$ cat src/rtl/mem_arb_pkg.sv
// rtl/mem_arb_pkg.sv - shared encodings for the unified memory port arbiter
//
// Holds the FSM state encoding, the owner encoding and the read data
// returned to a requester whose access was aborted by the wait timeout.

package mem_arb_pkg;

    typedef enum logic [1:0] {
        IDLE = 2'd0,
        BUSY = 2'd1,
        RESP = 2'd2
    } arb_state_t;

    typedef enum logic {
        OWN_I = 1'b0,
        OWN_D = 1'b1
    } arb_owner_t;

    localparam logic [31:0] TIMEOUT_RDATA = 32'hDEAD_BEEF;

endpackage

$ cat src/rtl/mem_arb_wait_cnt.sv
// rtl/mem_arb_wait_cnt.sv - BUSY-cycle wait counter with terminal count
//
// Counts the BUSY cycles of the current access.
//   i_clk   : clock, rising edge
//   i_reset : synchronous active-high reset
//   i_clr   : clear, asserted on the IDLE->BUSY transition
//   i_en    : count enable, asserted while BUSY
//   o_tc    : high during the TIMEOUT-th BUSY cycle of the access

module mem_arb_wait_cnt #(
    parameter int TIMEOUT = 16
) (
    input  logic i_clk,
    input  logic i_reset,
    input  logic i_clr,
    input  logic i_en,
    output logic o_tc
);

    // The register holds the number of BUSY cycles already completed, so it
    // never needs to represent more than TIMEOUT-1.
    localparam int CNT_W = (TIMEOUT < 2) ? 1 : $clog2(TIMEOUT);

    logic [CNT_W-1:0] r_cnt;
    logic             w_tc;

    assign w_tc = (r_cnt == CNT_W'(TIMEOUT - 1));
    assign o_tc = w_tc;

    always_ff @(posedge i_clk) begin
        if (i_reset || i_clr) begin
            r_cnt <= '0;
        end else if (i_en && !w_tc) begin
            // Saturate at the terminal value; the arbiter leaves BUSY there.
            r_cnt <= r_cnt + CNT_W'(1);
        end
    end

endmodule

$ cat src/rtl/mem_port_arbiter.sv
// rtl/mem_port_arbiter.sv - shares one memory port between fetch and data requesters
//
// Optional feature macro: MEM_ARB_RR_EN (round-robin between I and D when
// both request in IDLE; otherwise D has fixed priority over I).
//
// Ports:
//   i_clk, i_reset      : clock (rising edge), synchronous active-high reset
//   i_i_req, i_i_addr   : fetch request (level) and address
//   o_i_rdata, o_i_done : fetched word and one-cycle completion pulse
//   i_d_req, i_d_we     : data request (level) and write enable
//   i_d_addr, i_d_wdata : data address and write data
//   o_d_rdata, o_d_done : data read word and one-cycle completion pulse
//   o_mem_req/we/addr/wdata : registered request towards the memory
//   i_mem_rdata, i_mem_ready: memory read data and completion strobe
//   o_stall             : holds PC/pipeline while a request is unanswered
//   o_timeout_err       : sticky flag, set when an access timed out

module mem_port_arbiter
    import mem_arb_pkg::*;
#(
    parameter int ADDR_W  = 32,
    parameter int DATA_W  = 32,
    parameter int TIMEOUT = 16
) (
    input  logic              i_clk,
    input  logic              i_reset,
    input  logic              i_i_req,
    input  logic [ADDR_W-1:0] i_i_addr,
    output logic [DATA_W-1:0] o_i_rdata,
    output logic              o_i_done,
    input  logic              i_d_req,
    input  logic              i_d_we,
    input  logic [ADDR_W-1:0] i_d_addr,
    input  logic [DATA_W-1:0] i_d_wdata,
    output logic [DATA_W-1:0] o_d_rdata,
    output logic              o_d_done,
    output logic              o_mem_req,
    output logic              o_mem_we,
    output logic [ADDR_W-1:0] o_mem_addr,
    output logic [DATA_W-1:0] o_mem_wdata,
    input  logic [DATA_W-1:0] i_mem_rdata,
    input  logic              i_mem_ready,
    output logic              o_stall,
    output logic              o_timeout_err
);

    arb_state_t        r_state;
    arb_state_t        w_state_nxt;
    arb_owner_t        r_owner;
    arb_owner_t        w_grant_owner;

    logic              r_mem_req;
    logic              r_mem_we;
    logic [ADDR_W-1:0] r_mem_addr;
    logic [DATA_W-1:0] r_mem_wdata;
    logic [DATA_W-1:0] r_i_rdata;
    logic [DATA_W-1:0] r_d_rdata;
    logic              r_timeout_err;

    logic              w_start;
    logic              w_finish_ok;
    logic              w_finish_to;
    logic              w_tc;
    logic              w_i_done;
    logic              w_d_done;

    // ------------------------------------------------------------------
    // Arbitration
    // ------------------------------------------------------------------
`ifdef MEM_ARB_RR_EN
    arb_owner_t r_last_grant;

    // On contention the requester that was not served last wins.
    always_comb begin
        w_grant_owner = OWN_I;
        if (i_i_req && i_d_req) begin
            w_grant_owner = (r_last_grant == OWN_D) ? OWN_I : OWN_D;
        end else if (i_d_req) begin
            w_grant_owner = OWN_D;
        end
    end

    always_ff @(posedge i_clk) begin
        if (i_reset) begin
            r_last_grant <= OWN_D;
        end else if (w_start) begin
            r_last_grant <= w_grant_owner;
        end
    end
`else
    assign w_grant_owner = i_d_req ? OWN_D : OWN_I;
`endif

    // ------------------------------------------------------------------
    // Control FSM
    // ------------------------------------------------------------------
    always_ff @(posedge i_clk) begin
        if (i_reset) begin
            r_state <= IDLE;
        end else begin
            r_state <= w_state_nxt;
        end
    end

    always_comb begin
        w_state_nxt = r_state;
        w_start     = 1'b0;
        w_finish_ok = 1'b0;
        w_finish_to = 1'b0;
        case (r_state)
            IDLE: begin
                if (i_i_req || i_d_req) begin
                    w_start     = 1'b1;
                    w_state_nxt = BUSY;
                end
            end
            BUSY: begin
                // A response in the terminal-count cycle still counts as a
                // normal completion.
                if (i_mem_ready) begin
                    w_finish_ok = 1'b1;
                    w_state_nxt = RESP;
                end else if (w_tc) begin
                    w_finish_to = 1'b1;
                    w_state_nxt = RESP;
                end
            end
            RESP: begin
                w_state_nxt = IDLE;
            end
            default: begin
                w_state_nxt = IDLE;
            end
        endcase
    end

    mem_arb_wait_cnt #(
        .TIMEOUT (TIMEOUT)
    ) u_wait_cnt (
        .i_clk   (i_clk),
        .i_reset (i_reset),
        .i_clr   (w_start),
        .i_en    (r_state == BUSY),
        .o_tc    (w_tc)
    );

    // ------------------------------------------------------------------
    // Memory-side request registers and returned data
    // ------------------------------------------------------------------
    always_ff @(posedge i_clk) begin
        if (i_reset) begin
            r_owner       <= OWN_I;
            r_mem_req     <= 1'b0;
            r_mem_we      <= 1'b0;
            r_mem_addr    <= '0;
            r_mem_wdata   <= '0;
            r_i_rdata     <= '0;
            r_d_rdata     <= '0;
            r_timeout_err <= 1'b0;
        end else begin
            if (w_start) begin
                r_owner   <= w_grant_owner;
                r_mem_req <= 1'b1;
                if (w_grant_owner == OWN_D) begin
                    r_mem_we    <= i_d_we;
                    r_mem_addr  <= i_d_addr;
                    r_mem_wdata <= i_d_wdata;
                end else begin
                    r_mem_we    <= 1'b0;
                    r_mem_addr  <= i_i_addr;
                    r_mem_wdata <= '0;
                end
            end

            if (w_finish_ok || w_finish_to) begin
                r_mem_req <= 1'b0;
            end

            // Writes return nothing, so D_RDATA keeps its previous value.
            if (w_finish_ok && !r_mem_we) begin
                if (r_owner == OWN_D) begin
                    r_d_rdata <= i_mem_rdata;
                end else begin
                    r_i_rdata <= i_mem_rdata;
                end
            end

            if (w_finish_to) begin
                r_timeout_err <= 1'b1;
                if (r_owner == OWN_D) begin
                    r_d_rdata <= DATA_W'(TIMEOUT_RDATA);
                end else begin
                    r_i_rdata <= DATA_W'(TIMEOUT_RDATA);
                end
            end
        end
    end

    // ------------------------------------------------------------------
    // Outputs
    // ------------------------------------------------------------------
    assign w_i_done = (r_state == RESP) && (r_owner == OWN_I);
    assign w_d_done = (r_state == RESP) && (r_owner == OWN_D);

    assign o_i_done      = w_i_done;
    assign o_d_done      = w_d_done;
    assign o_i_rdata     = r_i_rdata;
    assign o_d_rdata     = r_d_rdata;
    assign o_mem_req     = r_mem_req;
    assign o_mem_we      = r_mem_we;
    assign o_mem_addr    = r_mem_addr;
    assign o_mem_wdata   = r_mem_wdata;
    assign o_timeout_err = r_timeout_err;

    // A requester stops stalling in the very cycle its DONE is presented.
    assign o_stall = (i_i_req & ~w_i_done) | (i_d_req & ~w_d_done);

endmodule

$ cat config.mk
export PLATFORM = sky130hd
export DESIGN_NAME = mem_port_arbiter
export DESIGN_NICKNAME = d
export VERILOG_FILES = /design/src/rtl/mem_arb_pkg.sv /design/src/rtl/mem_arb_wait_cnt.sv /design/src/rtl/mem_port_arbiter.sv
export SDC_FILE = /design/constraint.sdc
export NUM_CORES = 1
export LEC_CHECK = 0
export BUFFER_PORTS_ARGS = -buffer_cell sky130_fd_sc_hd__buf_2
export CAP_MARGIN = 20
export CORE_MARGIN = 10
export CORE_UTILIZATION = 50
export CTS_CLUSTER_DIAMETER = 120
export DETAILED_ROUTE_END_ITERATION = 8
export MAX_ROUTING_LAYER = met4
export PLACE_DENSITY = 0.85
export SLEW_MARGIN = 20
export SYNTH_ARGS = -nofsm -noshare
export SYNTH_HDL_FRONTEND = slang
export SYNTH_SLANG_ARGS = --single-unit
$ cat constraint.sdc
create_clock -name i_clk -period 2.8 [get_ports i_clk]
set_clock_uncertainty 0.05 [all_clocks]
set_input_delay 0.28 -clock i_clk [delete_from_list [all_inputs] [get_ports i_clk]]
set_output_delay 0.28 -clock i_clk [all_outputs]
set_load 0.01 [all_outputs]
==> flow_summary.ini, run 1 <==
[setup_path]
critical_path.max_stage_delay_ns = 0.70
worst_setup_path_start_kind = flop
crit_fanout = 32
required_ns = 3.01
critical_path_arrival_ns = 2.25
path_class = reg2reg
worstPathCellList = nand4bb_2 > buf_4 > nor3_1 > nor4_1
crit_path_top_delay_cell = sky130_fd_sc_hd__nand4bb_2
critPathCaptureType = flop

[sta]
post-route-worst-setup-slack_ns = 0.761
max_slew_margin_pct = 56.6
finalSetupTns_ns = 0
timing.final.crit_share_pct = 72.8
maxSlewViolCount = 0
grt_setup_unrepaired = no
max_slew.worst_pin.slew_ns = 0.650
layout_min_cycle_time_ns = 2.04
setup_viol = 0
max_clock_freq_mhz = 491
report.final.hold_viol_count = 0

[logic_synthesis]
synth_area_um2 = 5650
synth_top_cells_by_area = sky130_fd_sc_hd__dfxtp_1, sky130_fd_sc_hd__a211oi_1, sky130_fd_sc_hd__mux2i_1, sky130_fd_sc_hd__a22o_1, sky130_fd_sc_hd__nor3_1
yosys_register_bits = 138
synth_area_leader_cell = sky130_fd_sc_hd__dfxtp_1
yosys_warnings = 0
synth_edf_count = 0
synth_ff_type = sky130_fd_sc_hd__dfxtp_1
synthDominantCellAreaShare_pct = 48.9
mappedNetlistNets = 729
synth_cell_types = 41
synthesis.area_per_instance_um2 = 9.50
synth_cells = 594
synth_sequential_area_ratio_pct = 48.9
async_flop_share_pct = 0

[cells_and_area]
area_of_the_multi_input_gates_um2 = 2490
syn2layout_area_growth_pct = 34.5
stdcell_area_um2 = 7590
final_common_cell = sky130_fd_sc_hd__buf_2
layout.nets = 969
seq_area_um2 = 2760
fillers = 839
layout_cell_share_with_drive_strength_beyond_1_pct = 39.8
final_cell_count_no_fill = 987
final_cell_mix = sky130_fd_sc_hd__buf_2, sky130_fd_sc_hd__dfxtp_1, sky130_fd_sc_hd__a211oi_1

[power_and_ir_drop]
relative_contribution_of_combinational_cells_to_total_power_pct = 16.5
power-per-cell-area_nw_per_um2 = 693
cellLeakagePower_nw = 3.45
pwr-share-clk_pct = 41.8
p_int_mw = 3.80
netSwitchingPower_mw = 1.46
max-vdd-ir-drop_mv = 0.358
power.sequential.fraction_pct = 41.8
power_switching_share_pct = 27.7
finalPower_mw = 5.26

[placement]
placed_cell_area_um2 = 7010
port_buffers = 267
post-place-ws_ns = 0.794
place.detailed.hpwl_um = 14000
finalWeightedCongestion = 0.860
dp.cells = 955

[drt]
ant_nets = 0
wire_per_inst_um = 19.2
starting_drt_drc_count = 548
route.detailed.drc = 0
avgViaCountPerCell = 5.85
postRouteWirelength_um = 18900
via_count_of_the_routed_design = 5771
drtPass1Iterations = 6

[global_routing]
gr_util_all_layers_pct = 23.3
antenna_violations_before_repair = 1
grt.overflow.total = 0
largest_net_degree_at_the_start_of_global_routing = 60
grt_pass1_vias = 5878
grt_first_pass_wirelength_um = 30100

[min_path]
timing.hold.worst.class = in2reg

[clock_network]
worst_skew_pair.late_latency_ns = 0.41
cts_repair_resize_count = 0
ctsRootBufferMaster = sky130_fd_sc_hd__clkbuf_16
tritoncts_clock_tree = yes
clk_transition_reported_paths_ns = 0.06
post-cts-setup-buffers = 0
tritoncts.num_buffers = 17
cts.path.max_buffers = 2
numClockSinks = 138
postCtsHoldBufs = 0
htree_levels = 4

[outcome]
outcome = finished clean

[flow_run]
cap_viol_max_count = 0

[floorplanning]
chipWidth_um = 126
rows = 38
io_pins = 268
initial_cell_density_of_the_core_pct = 51.6
design.core.area_um2 = 10900
die_extent_in_y_um = 126
die-area_um2 = 15900
==> cells in the mapped netlist (2+ instances only) <==
cell and number:
sky130_fd_sc_hd__a21oi_1 38, sky130_fd_sc_hd__a31o_2 8, sky130_fd_sc_hd__clkbuf_1 38, sky130_fd_sc_hd__or3_1 3, sky130_fd_sc_hd__and3_1 3, sky130_fd_sc_hd__a211oi_2 5, sky130_fd_sc_hd__and4_1 8, sky130_fd_sc_hd__o21ai_0 2
sky130_fd_sc_hd__o211ai_1 8, sky130_fd_sc_hd__a21o_1 2, sky130_fd_sc_hd__nor3_1 50, sky130_fd_sc_hd__mux2i_1 32, sky130_fd_sc_hd__nor4_1 24, sky130_fd_sc_hd__buf_2 17, sky130_fd_sc_hd__a31oi_1 8, sky130_fd_sc_hd__a22o_1 33
sky130_fd_sc_hd__buf_1 4, sky130_fd_sc_hd__nor2_1 27, sky130_fd_sc_hd__inv_1 28, sky130_fd_sc_hd__a211oi_1 75, sky130_fd_sc_hd__dfxtp_1 138, sky130_fd_sc_hd__nand2_1 10, sky130_fd_sc_hd__nor3b_1 2, sky130_fd_sc_hd__nand3_1 11
sky130_fd_sc_hd__buf_6 4
==> cell type report <==
cell class                      count  area share (%)
Multi-Input combinational cell    364            32.8
Antenna cell                        1          0.0330
Clock inverter                     13            1.89
Inverter                           28            1.38
Clock buffer                       18            5.78
Timing Repair Buffer              285            19.4
Tap cell                          140            2.31
Sequential cell                   138            36.4
==> power by group through the flow <==
stage	combinational [mW]	sequential, mW	clock, mW
final	0.865	2.20	2.20
after global routing	0.949	2.21	2.30
after global placement	0.833	2.23	0
after CTS	0.868	2.20	2.23
after floorplan	0.446	2.29	0
after detailed placement	0.864	2.24	0
==> per-stage QoR <==
| stage | util, % | hold slack (ns) |
|---|---|---|
| final | 69.4 | 0.0315 |
| after global routing | 69.4 | 0.0175 |
| after CTS | 69.4 | 0.0148 |
| after detailed placement | 64.1 | 0.399 |
| after global placement | 64.1 | 0.390 |
| after floorplan | - | 0.344 |
==> logic make-up after synthesis <==
family	after synthesis	synth area share, %
AO/OA/AOI/OAI	185	24.2
adder cells (fa/ha/maj)	1	0.222
buffers and inverters	92	7.05
flip-flops	138	48.9
multiplexers	32	5.67
AND/OR/NAND/NOR	146	13.9
==> final timing paths <==
check | from | to | slack [ns] | cells past startpoint
hold reg to reg | flop | flop | 0.41 | 2
setup reg to reg | r_state[1] | flop | 0.76 | 4
hold / removal | i_d_wdata[23] | o_mem_wdata[23] | 0.03 | 2
setup / recovery | r_state[1] | flop | 0.76 | 4
==> layer usage <==
metal | GRT usage (%) | vias to the layer above | wire (µm)
li1 | - | 2712 | -
met4 | 10.1 | 0 | 518
met5 | - | - | 0
met3 | 6.25 | 46 | 1410
met1 | 26.7 | 2714 | 7640
met2 | 37.6 | 299 | 9340
==> critical path: cells and delay by family (launching register included) <==
| family | cells | cell delay, ns |
|---|---|---|
| simple gates | 3 | 0.98 |
| flops | 1 | 0.38 |
| buf+inv | 1 | 0.47 |
No activity file was read; power rests on OpenSTA's default activity.
==> run 2: changes to the inputs <==
--- a/config.mk
+++ b/config.mk
@@ -8,11 +8,11 @@
 export BUFFER_PORTS_ARGS = -buffer_cell sky130_fd_sc_hd__buf_2
 export CAP_MARGIN = 20
 export CORE_MARGIN = 10
-export CORE_UTILIZATION = 50
+export CORE_UTILIZATION = 42
 export CTS_CLUSTER_DIAMETER = 120
 export DETAILED_ROUTE_END_ITERATION = 8
 export MAX_ROUTING_LAYER = met4
-export PLACE_DENSITY = 0.85
+export PLACE_DENSITY = 0.76
 export SLEW_MARGIN = 20
 export SYNTH_ARGS = -nofsm -noshare
 export SYNTH_HDL_FRONTEND = slang
==> constraint.sdc (replaced) <==
create_clock -name i_clk -period 1.8 [get_ports i_clk]
set_clock_uncertainty 0.05 [all_clocks]
set_input_delay 0.18 -clock i_clk [delete_from_list [all_inputs] [get_ports i_clk]]
set_output_delay 0.18 -clock i_clk [all_outputs]
set_load 0.01 [all_outputs]
==> run 2 against run 1 <==
Net effect:
- routed wire length is 2.4% higher
- combinational power increased by 70%
- largest power group is now the clock network
- sequential power grew 55%
- highest routed layer unchanged
- total power increased by 71%
- die area increased by 16%
- critical path depth did not move
- flip-flop and latch count unchanged
- worst setup slack worse by 0.63 ns
- via count about the same
- count of clock-buffer cells in the layout increased by 2
==> flow_summary.ini, run 2 (synthesis results as in run 1) <==
[clock_network]
htree_levels = 4
cts.path.max_buffers = 2
tritoncts.num_buffers = 17
tritoncts_clock_tree = yes
numClockSinks = 138
worst_skew_pair.late_latency_ns = 0.42
clk_transition_reported_paths_ns = 0.06
ctsRootBufferMaster = sky130_fd_sc_hd__clkbuf_16

[setup_path]
crit_fanout = 9
critical_path_arrival_ns = 1.44
setup.worst_path.start = r_owner
path_class = reg2out
worst_r2r_startpoint = r_state[0]
critPathCaptureType = output pin
worst_setup_path_start_kind = flop
required_ns = 1.57
reg2reg_setup_slack_ns = 0.20

[sta]
layout_min_cycle_time_ns = 1.67
max_slew_margin_pct = 73.5
timing.final.crit_share_pct = 92.5
max_slew.worst_pin.slew_ns = 0.388
grt_setup_unrepaired = no
maxSlewViolCount = 0
setup_viol = 0
finalSetupTns_ns = 0
max_clock_freq_mhz = 601
report.final.hold_viol_count = 0

[floorplanning]
initial_cell_density_of_the_core_pct = 42.8
design.core.area_um2 = 13200
rows = 42
die-area_um2 = 18500
chipWidth_um = 136
io_pins = 268
die_extent_in_y_um = 136

[min_path]
min-delay-start = i_mem_rdata[20]
timing.hold.worst.class = in2reg

[cells_and_area]
layout_cell_share_with_drive_strength_beyond_1_pct = 39.3
syn2layout_area_growth_pct = 46.4
final_cell_mix = sky130_fd_sc_hd__buf_2, sky130_fd_sc_hd__dfxtp_1, sky130_fd_sc_hd__a211oi_1
final_common_cell = sky130_fd_sc_hd__buf_2
layout.nets = 1014

[drt]
avgViaCountPerCell = 5.39
drtPass1Iterations = 7
starting_drt_drc_count = 406
wire_per_inst_um = 18.1
ant_nets = 0
route.detailed.drc = 0
via_count_of_the_routed_design = 5776
postRouteWirelength_um = 19400

[power_and_ir_drop]
max-vdd-ir-drop_mv = 0.606
cellLeakagePower_nw = 3.73
power-per-cell-area_nw_per_um2 = 1090
finalPower_mw = 8.99

[global_routing]
antenna_violations_before_repair = 1
grt_first_pass_wirelength_um = 29700
largest_net_degree_at_the_start_of_global_routing = 73
grt.overflow.total = 0
grt_pass1_vias = 5786
gr_util_all_layers_pct = 20.3

[flow_run]
cap_viol_max_count = 0

[placement]
finalWeightedCongestion = 0.796
port_buffers = 267
place.detailed.hpwl_um = 13300

[outcome]
outcome = finished clean
-- run 2: cell types whose count changed in the layout (fill, tap and decap cells not counted), moves of 2 or more --
cell,delta
sky130_fd_sc_hd__nor3b_2,+2
sky130_fd_sc_hd__dlygate4sd3_1,+33
sky130_fd_sc_hd__buf_12,+6
sky130_fd_sc_hd__clkbuf_1,+2
sky130_fd_sc_hd__nor3b_1,-2
sky130_fd_sc_hd__inv_6,-3
sky130_fd_sc_hd__bufinv_16,+5
sky130_fd_sc_hd__diode_2,+2
sky130_fd_sc_hd__buf_4,+6
-- run 2: metal layers --
layer	part of all wire [%]	GRT usage, %	vias to the layer above
li1	-	-	2797
met1	42	24.7	2686
met2	48	31.6	256
met3	7.6	6.09	37
met4	2.2	6.63	0
met5	0	-	-
-- run 2: final timing paths --
path,to,cells past startpoint
setup / recovery,o_stall,4
setup reg to reg,flop,3
hold / removal,flop,3
hold reg to reg,flop,2
-- run 2: through the flow --
stage	std cells	util [%]	hold WS, ns	area (µm²)	setup WS, ns
detailed placement	1001	54.6	0.350	7210	0.183
global route	1069	62.6	0.0342	8260	0.0426
global placement	1001	54.6	0.345	7210	0.254
CTS	1066	62.4	0.00641	8230	0.00195
floorplan	594	-	0.244	5650	0.239
finish	1071	62.7	0.0145	8270	0.135
-- run 2: where the power goes --
part           leakage [nW]  internal, mW  switching [mW]  total (mW)
clock                 0.330          2.77            1.33        4.11
sequential             1.13          3.28           0.131        3.42
combinational          2.27         0.656           0.811        1.47
-- run 2: timing repair --
item | 4_1_cts | 5_1_grt
setup buffers | 0 | 2
hold buffers | 33 | 0
resized for setup | 1 | 3
setup endpoints to repair | 2 | 3
hold endpoints to repair | 33 | 0
-- run 2: cell type report --
cell class	instances	area, µm²
Inverter	28	109
Fill cell	1096	4920
Multi-Input combinational cell	364	2500
Antenna cell	3	7.51
Sequential cell	138	2760
Clock inverter	12	244
Timing Repair Buffer	330	1970
Clock buffer	20	447
Tap cell	176	220
-- run 2: critical path, stage by stage, from the launching register on --
cell	delay, ns
sky130_fd_sc_hd__dfxtp_2	0.35
sky130_fd_sc_hd__buf_4	0.18
sky130_fd_sc_hd__nor3b_2	0.23
sky130_fd_sc_hd__o22ai_1	0.11
sky130_fd_sc_hd__buf_2	0.15
==> run 3: changes to the inputs <==
--- a/config.mk
+++ b/config.mk
@@ -7,12 +7,11 @@
 export LEC_CHECK = 0
 export BUFFER_PORTS_ARGS = -buffer_cell sky130_fd_sc_hd__buf_2
 export CAP_MARGIN = 20
-export CORE_MARGIN = 10
-export CORE_UTILIZATION = 42
+export CORE_UTILIZATION = 50
 export CTS_CLUSTER_DIAMETER = 120
 export DETAILED_ROUTE_END_ITERATION = 8
 export MAX_ROUTING_LAYER = met4
-export PLACE_DENSITY = 0.76
+export PLACE_DENSITY = 0.85
 export SLEW_MARGIN = 20
 export SYNTH_ARGS = -nofsm -noshare
 export SYNTH_HDL_FRONTEND = slang
==> constraint.sdc (replaced) <==
create_clock -name i_clk -period 2.15 [get_ports i_clk]
set_clock_uncertainty 0.05 [all_clocks]
set_input_delay 0.215 -clock i_clk [delete_from_list [all_inputs] [get_ports i_clk]]
set_output_delay 0.215 -clock i_clk [all_outputs]
set_load 0.01 [all_outputs]
==> run 3 against run 2 <==
Net effect:
- critical path depth stayed put
- count of clock-buffer cells in the layout stayed put
- clock power is 21% lower
- global-route usage is 10 points higher
- via count is 1.1% higher
- worst setup slack better by 0.20 ns
- register-to-register slack better by 0.13 ns
- design area is 3.0% lower
- routed wire length is 11% lower
==> flow_summary.ini, run 3 (synthesis results as in run 1) <==
[outcome]
outcome = finished clean

[min_path]
worstHoldPathCells = 3
min-delay-start = i_mem_rdata[4]
timing.hold.worst.class = in2reg

[global_routing]
grt.overflow.total = 0
gr_util_all_layers_pct = 30.4
grt_pass1_vias = 5628
antenna_violations_before_repair = 0
largest_net_degree_at_the_start_of_global_routing = 61
grt_first_pass_wirelength_um = 27100

[sta]
max_slew.worst_pin.slew_ns = 0.637
maxSlewViolCount = 0
fin_hold_ws_ns = 0.0654
post-route-worst-setup-slack_ns = 0.331
timing.final.crit_share_pct = 84.6
finalSetupTns_ns = 0
max_clock_freq_mhz = 550
max_slew_margin_pct = 57.5
grt_setup_unrepaired = no
layout_min_cycle_time_ns = 1.82
setup_viol = 0
report.final.hold_viol_count = 0

[clock_network]
clk_transition_reported_paths_ns = 0.06
cts.path.max_buffers = 2
ctsRootBufferMaster = sky130_fd_sc_hd__clkbuf_16
htree_levels = 4
numClockSinks = 138
tritoncts.num_buffers = 17
tritoncts_clock_tree = yes
cts_repair_resize_count = 0
worst_skew_pair.late_latency_ns = 0.41

[floorplanning]
initial_cell_density_of_the_core_pct = 51.6
design.core.area_um2 = 10900
io_pins = 268
rows = 38
die-area_um2 = 11700
die_extent_in_y_um = 108
chipWidth_um = 108

[placement]
finalWeightedCongestion = 0.899
place.detailed.hpwl_um = 11200
port_buffers = 267
dp.cells = 956
post-place-ws_ns = 0.284

[drt]
ant_nets = 0
avgViaCountPerCell = 5.73
via_count_of_the_routed_design = 5842
wire_per_inst_um = 17.0
route.detailed.drc = 0
postRouteWirelength_um = 17300
starting_drt_drc_count = 498
drtPass1Iterations = 5

[cells_and_area]
final_cell_mix = sky130_fd_sc_hd__buf_2, sky130_fd_sc_hd__dfxtp_1, sky130_fd_sc_hd__a211oi_1
layout_cell_share_with_drive_strength_beyond_1_pct = 38.5
num_antenna_cells = 0
syn2layout_area_growth_pct = 42.1
final_cell_count_no_fill = 1020
layout.nets = 1003
final_common_cell = sky130_fd_sc_hd__buf_2

[setup_path]
reg2reg_setup_slack_ns = 0.33
worst_setup_path_start_kind = flop
worst_r2r_startpoint = r_state[0]
required_ns = 2.41
critical_path_arrival_ns = 2.08
timing.reg2reg.worst_path_depth = 4
crit_fanout = 32
critPathCaptureType = flop
path_class = reg2reg

[power_and_ir_drop]
max-vdd-ir-drop_mv = 0.531
cellLeakagePower_nw = 3.64
power-per-cell-area_nw_per_um2 = 905
finalPower_mw = 7.26

[flow_run]
cap_viol_max_count = 0
-- run 3: area by class of cell --
cell class / instances / area (µm²)
fill: 774 / 2910
sequential: 138 / 2760
multi-input combinational: 364 / 2490
timing repair buffer: 319 / 1820
clock buffer: 20 / 467
clock inverter: 11 / 193
tap: 140 / 175
inverter: 28 / 105
-- run 3: worst max path at each step --
stage | startpoint | cells past startpoint | end
finish | r_state[0] | 4 | flop
floorplan | r_owner | 5 | o_stall
global placement | r_state[1] | 3 | o_mem_wdata[24]
global route | r_state[0] | 4 | flop
CTS | r_state[1] | 3 | o_mem_wdata[9]
detailed placement | r_state[1] | 3 | o_mem_wdata[19]
-- run 3: power breakdown --
part | switching [mW] | internal [mW] | leakage (nW)
Sequential | 0.115 | 2.75 | 1.13
Combinational | 0.658 | 0.507 | 2.19
Clock | 1.09 | 2.14 | 0.318
Total | 1.86 | 5.40 | 3.64
-- run 3: per-layer routing --
metal	global-route usage, %	up-vias	wire (µm)
li1	-	2782	-
met3	6.81	51	1280
met2	49.5	286	8580
met1	35.5	2723	6900
met4	15.1	0	554
met5	-	-	0
-- run 3: worst max-delay path: stages, from the launching register on --
cell and delay, ns:
sky130_fd_sc_hd__dfxtp_1 0.48, sky130_fd_sc_hd__nor2b_1 0.42, sky130_fd_sc_hd__a32oi_2 0.17, sky130_fd_sc_hd__buf_4 0.27, sky130_fd_sc_hd__a211oi_1 0.32
-- run 3: repair_timing --
| item | in CTS | in global routing |
|---|---|---|
| endpoints found under the setup margin | 0 | 0 |
| setup buffers | 0 | 0 |
| hold endpoints to repair | 33 | 0 |
| hold buffers | 33 | 0 |
-- run 3: through the flow --
stage	instance area, µm²	util (%)
CTS	8020	73.3
global route	8020	73.4
floorplan	5650	-
finish	8020	73.4
detailed placement	7030	64.3
global placement	7030	64.3
